==> src/rtl/serial_bit_feeder.sv <==
// Parallel-to-serial feeder for the sequence detector: accepts words over valid/ready
// and shifts them out one bit per clock, streaming back-to-back words without a gap.
//
// state | meaning
// IDLE  | no word in flight, sdata parked at IDLE_BIT, ready for a word
// SHIFT | word bits on sdata; counter holds bits still to follow the current one
module serial_bit_feeder #(
    parameter int WIDTH     = 8,
    parameter bit MSB_FIRST = 1'b1,
    parameter bit IDLE_BIT  = 1'b0
) (
    input  logic             clk,
    input  logic             reset,
    input  logic [WIDTH-1:0] word_in,
    input  logic             word_valid,
    output logic             word_ready,
    output logic             sdata,
    output logic             bit_valid,
    output logic             word_done,
    output logic             busy
);
    localparam int CW = $clog2(WIDTH);
    localparam logic [CW-1:0] CNT_LOAD = CW'(WIDTH - 1);
    localparam logic [CW-1:0] CNT_ONE  = CW'(1);

    typedef enum logic {IDLE, SHIFT} state_t;

    state_t           state;
    logic [WIDTH-1:0] shreg;
    logic [CW-1:0]    count;
    logic             handshake;
    logic             load_bit;
    logic             shift_bit;
    logic [WIDTH-1:0] load_rest;
    logic [WIDTH-1:0] shift_rest;

    assign word_ready = (state == IDLE) || (count == '0);
    assign handshake  = word_valid && word_ready;
    assign busy       = (state == SHIFT);

    // The bit to send next always sits at the output end of the shift register.
    assign load_bit   = MSB_FIRST ? word_in[WIDTH-1] : word_in[0];
    assign load_rest  = MSB_FIRST ? (word_in << 1) : (word_in >> 1);
    assign shift_bit  = MSB_FIRST ? shreg[WIDTH-1] : shreg[0];
    assign shift_rest = MSB_FIRST ? (shreg << 1) : (shreg >> 1);

    always_ff @(posedge clk or negedge reset) begin
        if (!reset) begin
            state     <= IDLE;
            sdata     <= IDLE_BIT;
            bit_valid <= 1'b0;
            word_done <= 1'b0;
            count     <= '0;
            shreg     <= '0;
        end else if (handshake) begin
            state     <= SHIFT;
            sdata     <= load_bit;
            shreg     <= load_rest;
            count     <= CNT_LOAD;
            bit_valid <= 1'b1;
            word_done <= 1'b0;
        end else if (state == SHIFT && count != '0) begin
            sdata     <= shift_bit;
            shreg     <= shift_rest;
            count     <= count - CNT_ONE;
            bit_valid <= 1'b1;
            word_done <= (count == CNT_ONE);
        end else begin
            // Last bit gone with nothing queued behind it: park the line.
            state     <= IDLE;
            sdata     <= IDLE_BIT;
            bit_valid <= 1'b0;
            word_done <= 1'b0;
        end
    end
endmodule
==> config.mk <==
export PLATFORM = sky130hd
export DESIGN_NAME = serial_bit_feeder
export DESIGN_NICKNAME = d
export VERILOG_FILES = /design/src/rtl/serial_bit_feeder.sv
export SDC_FILE = /design/constraint.sdc
export NUM_CORES = 1
export LEC_CHECK = 0
export ABC_AREA = 1
export ABC_CLOCK_PERIOD_IN_PS = 1400
export CORE_ASPECT_RATIO = 1.2
export CORE_MARGIN = 2
export CORE_UTILIZATION = 30
export CTS_CLUSTER_DIAMETER = 30
export CTS_CLUSTER_SIZE = 8
export DETAILED_ROUTE_END_ITERATION = 7
export DONT_BUFFER_PORTS = 1
export GPL_TIMING_DRIVEN = 1
export PLACE_DENSITY = 0.4
export REMOVE_ABC_BUFFERS = 1
export SLEW_MARGIN = 30
export SYNTH_ARGS = -nofsm -noshare
export SYNTH_HDL_FRONTEND = slang
export SYNTH_SLANG_ARGS = --single-unit
==> constraint.sdc <==
create_clock -name clk -period 1.4 [get_ports clk]
set_clock_uncertainty 0.05 [all_clocks]
set_input_delay 0.14 -clock clk [delete_from_list [all_inputs] [get_ports clk]]
set_output_delay 0.14 -clock clk [all_outputs]
set_load 0.02 [all_outputs]
==> impl_metrics.toml, run 1 <==
[setup_path]
crit_path_end_kind = "output pin"
worst-path-max-fanout = 2
critPathRequiredTime_ps = 1210
crit_path_start_kind = "flop"
r2r_start = "count[0]"
cp-endpoint = "word_ready"
rr_worst_depth = 9
crit_path_start = "count[0]"
rr_endpoint = "shreg[6]"
worstPathArrival_ps = 1200
reg2reg_slack_ps = 60
crit_type = "flop to output pin"

[final_layout]
fin_nets = 112
syn2layout_area_growth_pct = 36.7
finalInstanceArea_um2 = 1010
drive_gt1_frac = 0.406
antenna_cells = 0
final_cells = 127

[sta]
max_freq_mhz = 721
hold_viol = 0
min_period_ps = 1390
slew-limit-headroom = 0.554
timing.final.crit_share = 0.990
slew_viol_final = 0
setup_violations = 0
worstMarginPinSlew_ps = 667
rsz0062_at_grt = "yes"

[yosys]
synth_edf_count = 0
ys_seq_area_frac = 0.474
syn_inst = 75
syn_area_per_cell_um2 = 9.86
ys_seq_elements = 14
synth-main-ff-cell = "dfrtp_1"
synthTopCellsByCount = "nand2_1, dfrtp_1, nand3_2, nand3_1, inv_1"
yosysWarningCount = 0
yosysUniqueCellTypes = 15
yosysMostFrequentCell = "nand2_1"
yosys.area.top_type_share = 0.474
synthArstFlopShare = 1.00
synthTopCellsByArea = "dfrtp_1, nand3_2, nand2_1"
mappedNetlistArea_um2 = 739
synth_top_area_cell = "dfrtp_1"

[clock_tree]
clk_path_buf_depth = 2
clk_latency_ps = 280
cts_root_buffer = "clkbuf_4"
clkSinkCount = 14
path_clk_slew_ps = 90
cts_buffers = 3
cts_tree = "done"
htree_num_levels = 1

[global_route]
grt_first_pass_wirelength_um = 2750
grt_usage = 0.129
grt_pass1_vias = 571
gr-total-overflow = 0
antenna_found_initial = 0
grt_max_degree = 15

[routing]
wl_per_cell_um = 12.1
drt-initial-drc-count = 7
drt_first_pass_iters = 4
vias = 558
drt-total-wl_um = 1540
avgViaCountPerCell = 4.39
drc = 0
ant_nets = 0

[die]
start_util = 0.321
core_area_um2 = 2310
die_h_um = 58.4
die_area_um2 = 2880
boundaryPins = 16
rows = 19
fp.dieW_um = 49.3

[power]
leakagePower_nw = 0.507
power-per-cell-area_nw_per_um2 = 1990
peakVddDrop_v = 0.000932

[worst_hold_path]
hp-class = "primary input to flop"
holdCritStartpoint = "word_valid"

[place]
dp_hpwl_um = 1020
place_area_um2 = 795
gp_congestion = 0.678
dp_cells = 110
port_buffers = 0

[run]
cap_violations = 0

[status]
outcome = "complete, no violations"
## routing by layer
layer / part of all wire / wire length [µm] / GRT usage / vias up
met2: 0.48 / 735 / 0.197 / 11
li1: - / - / - / 284
met5: 0 / 0 / 0 / -
met4: 0.010 / 16 / 0.0735 / 0
met1: 0.48 / 736 / 0.172 / 261
met3: 0.034 / 52 / 0.0228 / 2
## critical path, cell delays in order, from the launching register on
cell	delay [ps]
dfrtp_1	370
inv_2	60
ha_4	150
nand2_2	50
nand2_2	50
buf_6	120
buf_6	120
## cell usage in the layout (no fill, tap or decap)
cell type / count
nand2_1: 20
nand3_2: 14
dfrtp_1: 14
dlygate4sd3_1: 10
nand3_1: 7
buf_4: 7
inv_2: 4
nand2_2: 3
clkbuf_4: 3
buf_6: 3
inv_1: 2
ha_1: 2
inv_8: 1
nor2_1: 1
nand2_4: 1
o21ai_1: 1
ha_4: 1
clkbuf_16: 1
buf_8: 1
## power by group
part           total [mW]  switching [mW]  internal (mW)
registers           0.680           0.123          0.558
logic                1.11           0.548          0.559
clock network       0.223           0.124         0.0994
total                2.01           0.795           1.22
## worst min-delay path by stage
| stage | depth (start not counted) | slack (ps) | end |
|---|---|---|---|
| 4_1_cts | 4 | 40 | count[2] |
| 3_3_place_gp | 0 | -210 | count[1] |
| 3_5_place_dp | 0 | -210 | count[1] |
| 2_1_floorplan | 0 | -210 | bit_valid |
| 6_report | 4 | 6 | count[2] |
| 5_1_grt | 4 | 20 | count[2] |
## per-stage QoR
step                      TNS, ps  total power [mW]  setup slack [ps]  hold WS (ps)   util
after detailed placement        0              1.49              86.1          -205  0.345
after CTS                       0              1.89              8.57          40.1  0.416
final                           0              2.01              13.6          6.11  0.438
after floorplan             -1420              1.18              -161          -206      -
after global routing         -396              2.21             -80.2          24.2  0.438
after global placement          0              1.47               104          -205  0.345
## cell families after synthesis
family                   share of synthesized area
AND/OR/NAND/NOR                              0.364
adder cells (fa/ha/maj)                     0.0508
buffers and inverters                        0.105
flip-flops                                   0.474
AO/OA/AOI/OAI                              0.00676
## what timing repair did
action / in CTS / in global routing
buffers inserted: 3 / 0
gates resized for setup: 6 / 8
pin swaps: 2 / 0
endpoints found under the hold margin: 24 / 0
gates cloned: 0 / 1
hold buffers: 10 / 0
endpoints found under the setup margin: 1 / 12
## area by class of cell
type                    instances  area (µm²)
flip-flops and latches         14         350
fillers                       250        1290
repair buffers                 22         226
clock buffers                   3        22.5
inverters                       7        33.8
well taps                      31        38.8
multi-input cells              50         339
## flip-flops by register name (all words and copies together) (netlist names)
register	flops
bit_valid	1
busy	1
count	3
sdata	1
shreg	7
word_done	1
Power figures use the tool's default switching activity.
==> run 2: changes to the inputs <==
--- a/config.mk
+++ b/config.mk
@@ -6,7 +6,7 @@
 export NUM_CORES = 1
 export LEC_CHECK = 0
 export ABC_AREA = 1
-export ABC_CLOCK_PERIOD_IN_PS = 1400
+export ABC_CLOCK_PERIOD_IN_PS = 1550
 export CORE_ASPECT_RATIO = 1.2
 export CORE_MARGIN = 2
 export CORE_UTILIZATION = 30
==> constraint.sdc (replaced) <==
create_clock -name clk -period 1.55 [get_ports clk]
set_clock_uncertainty 0.05 [all_clocks]
set_input_delay 0.155 -clock clk [delete_from_list [all_inputs] [get_ports clk]]
set_output_delay 0.155 -clock clk [all_outputs]
set_load 0.02 [all_outputs]
==> impl_metrics.toml, run 2 (same netlist as run 1, synthesis figures left out) <==
[status]
outcome = "complete, no violations"

[sta]
max_freq_mhz = 691
hold_viol = 0
min_period_ps = 1450
hold_ws_ps = 4.37
setup_violations = 0
slew-limit-headroom = 0.570
worstMarginPinSlew_ps = 643
timing.final.crit_share = 0.934
rsz0062_at_grt = "no"
slew_viol_final = 0

[clock_tree]
htree_num_levels = 1
cts_root_buffer = "clkbuf_4"
clk_path_buf_depth = 2
cts_tree = "done"
post_cts_buffers = 0
clkSinkCount = 14
clk_latency_ps = 270
cts_buffers = 3
path_clk_slew_ps = 80

[place]
port_buffers = 0
gp_congestion = 0.670
dp_hpwl_um = 938

[final_layout]
drive_gt1_frac = 0.282
reg.largest.list = "shreg: 7 flops, count: 3 flops"
largest_reg_flops = 7
fin_util = 0.373
top_register = "shreg"
fin_nets = 101
final_cell_mix = "nand2_1, dfrtp_1, nand3_2"
final_common_cell = "nand2_1"
syn2layout_area_growth_pct = 16.4
antenna_cells = 0

[power]
p_sw_frac = 0.418
peakVddDrop_v = 0.000804
pwr-share-clk = 0.139
p_switching_mw = 0.614
pwr-share-comb = 0.449
power-per-cell-area_nw_per_um2 = 1700
leakagePower_nw = 0.439
p_int_mw = 0.853
p_seq_frac = 0.413

[global_route]
gr-total-overflow = 0
grt_usage = 0.108
antenna_found_initial = 0
grt_pass1_vias = 551
grt_max_degree = 15
grt_first_pass_wirelength_um = 2370

[setup_path]
crit_path_start_kind = "flop"
worstPathArrival_ps = 1240
crit_chain = "inv_1, ha_1, nand2_2, nand2_2, buf_6"
crit_type = "flop to output pin"
critPathRequiredTime_ps = 1340
crit_path_top_delay_cell = "dfrtp_1"
worst-path-max-fanout = 10
crit_top_cell = "nand2_2"
cp.buffers_inverters = 2
crit_path_start = "count[0]"
cp_top_family = "flip-flops"
crit_path_end_kind = "output pin"
max_stage_delay_ps = 390
r2r_start = "count[0]"

[run]
cap_violations = 0

[worst_hold_path]
holdCritStartpoint = "word_valid"
hp-class = "primary input to flop"

[routing]
ant_nets = 0
avgViaCountPerCell = 4.39
wl_per_cell_um = 11.7
drt_first_pass_iters = 2
drt-total-wl_um = 1350
vias = 509
drc = 0
drt-initial-drc-count = 7

[die]
fp.dieW_um = 49.3
die_h_um = 58.4
boundaryPins = 16
start_util = 0.321
die_area_um2 = 2880
rows = 19
core_area_um2 = 2310
run 2: cell types whose count changed in the layout (fill, tap and decap cells not counted), moves of 2 or more:
| cell | previous run | this run |
|---|---|---|
| buf_6 | 3 | 1 |
| nand2_1 | 20 | 22 |
| dlygate4sd3_1 | 10 | 7 |
| inv_2 | 4 | 1 |
| inv_1 | 2 | 5 |
| buf_4 | 7 | 3 |
run 2: worst paths after layout:
| path | endpoint | slack, ps | cells past startpoint |
|---|---|---|---|
| max in group asynchronous | shreg[7] | 750 | 1 |
| setup / recovery | word_ready | 100 | 5 |
| setup reg to reg | shreg[2] | 180 | 8 |
| min in group asynchronous | shreg[4] | 290 | 1 |
| hold reg to reg | sdata | 450 | 2 |
| hold / removal | shreg[7] | 4 | 2 |
run 2: metal layers:
metal,wire length (µm),vias up,share of wire,global-route usage
met5,0,-,0,0
met3,54,2,0.040,0.0203
li1,-,260,-,-
met4,16,0,0.012,0.0612
met2,655,11,0.48,0.181
met1,627,236,0.46,0.130
run 2: per-stage QoR:
| step | instance area [µm²] | power [mW] | instances | setup slack [ps] | setup TNS (ps) |
|---|---|---|---|---|---|
| after floorplan | 696 | 1.06 | 71 | -11.4 | -68.6 |
| after global placement | 764 | 1.25 | 106 | 214 | 0 |
| after detailed placement | 764 | 1.25 | 106 | 205 | 0 |
| after CTS | 857 | 1.48 | 116 | 55.7 | 0 |
| after global routing | 861 | 1.61 | 116 | 13.7 | 0 |
| final | 861 | 1.47 | 116 | 103 | 0 |
run 2: timing repair:
item                                   CTS  global route
resized for setup                        0             1
endpoints found under the hold margin   22             0
hold buffers                             7             0
setup endpoints to repair                0             1
run 2: cell type report:
cell class | count | area, µm²
sequential | 14 | 350
clock buffer | 3 | 22.5
inverter | 7 | 33.8
tap | 31 | 38.8
multi-input combinational | 50 | 312
timing repair buffer | 11 | 104
fill | 251 | 1450
run 2: power by group through the flow:
stage	clock, mW	combinational (mW)	sequential [mW]
2_1_floorplan	0	0.453	0.611
3_3_place_gp	0	0.635	0.620
3_5_place_dp	0	0.632	0.615
4_1_cts	0.214	0.660	0.607
5_1_grt	0.228	0.762	0.621
6_report	0.204	0.658	0.605
==> run 3: changes to the inputs <==
--- a/config.mk
+++ b/config.mk
@@ -10,6 +10,7 @@
 export CORE_ASPECT_RATIO = 1.2
 export CORE_MARGIN = 2
 export CORE_UTILIZATION = 30
+export CTS_BUF_LIST = sky130_fd_sc_hd__clkbuf_16
 export CTS_CLUSTER_DIAMETER = 30
 export CTS_CLUSTER_SIZE = 8
 export DETAILED_ROUTE_END_ITERATION = 7
==> impl_metrics.toml, run 3 (same netlist as run 1, synthesis figures left out) <==
[status]
outcome = "complete, no violations"

[sta]
max_freq_mhz = 702
timing.setup.tns_ps = 0
worstMarginPinSlew_ps = 644
setup_violations = 0
hold_viol = 0
slew_viol_final = 0
timing.final.crit_share = 0.919
min_period_ps = 1430
hold_ws_ps = 35.1
slew-limit-headroom = 0.569
rsz0062_at_grt = "no"

[final_layout]
antenna_cells = 0
final_cell_mix = "nand2_1, dfrtp_1, nand3_2"
drive_gt1_frac = 0.293
reg.largest.list = "shreg: 7 flops, count: 3 flops"
final_common_cell = "nand2_1"
fin_nets = 98
syn2layout_area_growth_pct = 19.0
largest_reg_flops = 7
top_register = "shreg"
n_fill_cell = 243

[die]
die_h_um = 58.4
rows = 19
core_area_um2 = 2310
start_util = 0.321
fp.dieW_um = 49.3
boundaryPins = 16
die_area_um2 = 2880

[power]
leakagePower_nw = 0.448
power-per-cell-area_nw_per_um2 = 1950
peakVddDrop_v = 0.000813

[clock_tree]
cts_buffers = 3
cts.repair.resized = 0
cts_root_buffer = "clkbuf_16"
htree_num_levels = 1
clk_latency_ps = 240
path_clk_slew_ps = 50
clkSinkCount = 14
cts_tree = "done"
clk_path_buf_depth = 2

[setup_path]
worst-path-max-fanout = 10
crit_type = "flop to output pin"
crit_top_cell = "nand2_2"
max_stage_delay_ps = 370
crit_chain = "inv_1, ha_1, nand2_2, nand2_2, buf_4"
critPathRequiredTime_ps = 1340
crit_path_start = "count[0]"
worstPathArrival_ps = 1220
crit_path_start_kind = "flop"
crit_path_end_kind = "output pin"
crit_path_top_delay_cell = "dfrtp_1"
r2r_start = "count[0]"

[routing]
wl_per_cell_um = 11.5
ant_nets = 0
drt-total-wl_um = 1300
drt_first_pass_iters = 3
vias = 495
drc = 0
avgViaCountPerCell = 4.38
drt-initial-drc-count = 11

[worst_hold_path]
holdCritStartpoint = "word_valid"
hp-class = "primary input to flop"

[global_route]
antenna_found_initial = 0
grt_first_pass_wirelength_um = 2370
grt-busiest-layer = "met2"
grt_max_degree = 15
grtUsageMet3 = 0.0279
grt_pass1_vias = 542
grt_use_met2 = 0.178
gr-total-overflow = 0
grt.met1_usage = 0.134
grt_usage = 0.110

[place]
dp_hpwl_um = 938
gp_congestion = 0.670
port_buffers = 0

[run]
cap_violations = 0
-- run 3: what timing repair did --
action / 4_1_cts / 5_1_grt
hold endpoints to repair: 17 / 0
setup buffers: 0 / 0
hold buffers: 4 / 0
-- run 3: worst max-delay path, delay by kind of cell (launching register included) --
family	cells	cell delay, ps
adder cells (fa/ha/maj)	1	170
flip-flops	1	370
buffers and inverters	2	310
AND/OR/NAND/NOR	2	130
-- run 3: per-stage QoR --
stage	instance area (µm²)	std cells	setup slack [ps]	power (mW)	utilization
2_1_floorplan	696	71	-11.4	1.06	-
3_3_place_gp	764	106	214	1.25	0.332
3_5_place_dp	764	106	205	1.25	0.332
4_1_cts	880	113	110	1.75	0.381
5_1_grt	880	113	42.1	1.87	0.381
6_report	880	113	125	1.71	0.381
-- run 3: worst paths after layout --
path | to | slack, ps | cells past startpoint
hold / removal | shreg[5] | 40 | 2
setup reg to reg | shreg[2] | 210 | 8
setup / recovery | word_ready | 120 | 5
max in group asynchronous | count[2] | 700 | 1
min in group asynchronous | shreg[4] | 340 | 1
hold reg to reg | sdata | 440 | 2
-- run 3: where the power goes --
| group | switching (mW) | total, mW | internal, mW | leakage [nW] |
|---|---|---|---|---|
| sequential | 0.102 | 0.607 | 0.506 | 0.173 |
| clock | 0.134 | 0.470 | 0.336 | 0.0370 |
| combinational | 0.388 | 0.634 | 0.246 | 0.238 |
| total | 0.623 | 1.71 | 1.09 | 0.448 |
-- run 3: area by class of cell --
cell class / instances / area [µm²] / share of cell area
Sequential cell: 14 / 350 / 0.398
Multi-Input combinational cell: 50 / 312 / 0.354
Clock buffer: 3 / 75.1 / 0.0853
Timing Repair Buffer: 8 / 70.1 / 0.0797
Tap cell: 31 / 38.8 / 0.0441
Inverter: 7 / 33.8 / 0.0384
-- run 3: metal layers --
layer  wire length [µm]  part of all wire
met2                611              0.47
met3                 59             0.046
met5                  0                 0
met1                610              0.47
met4                 14             0.011
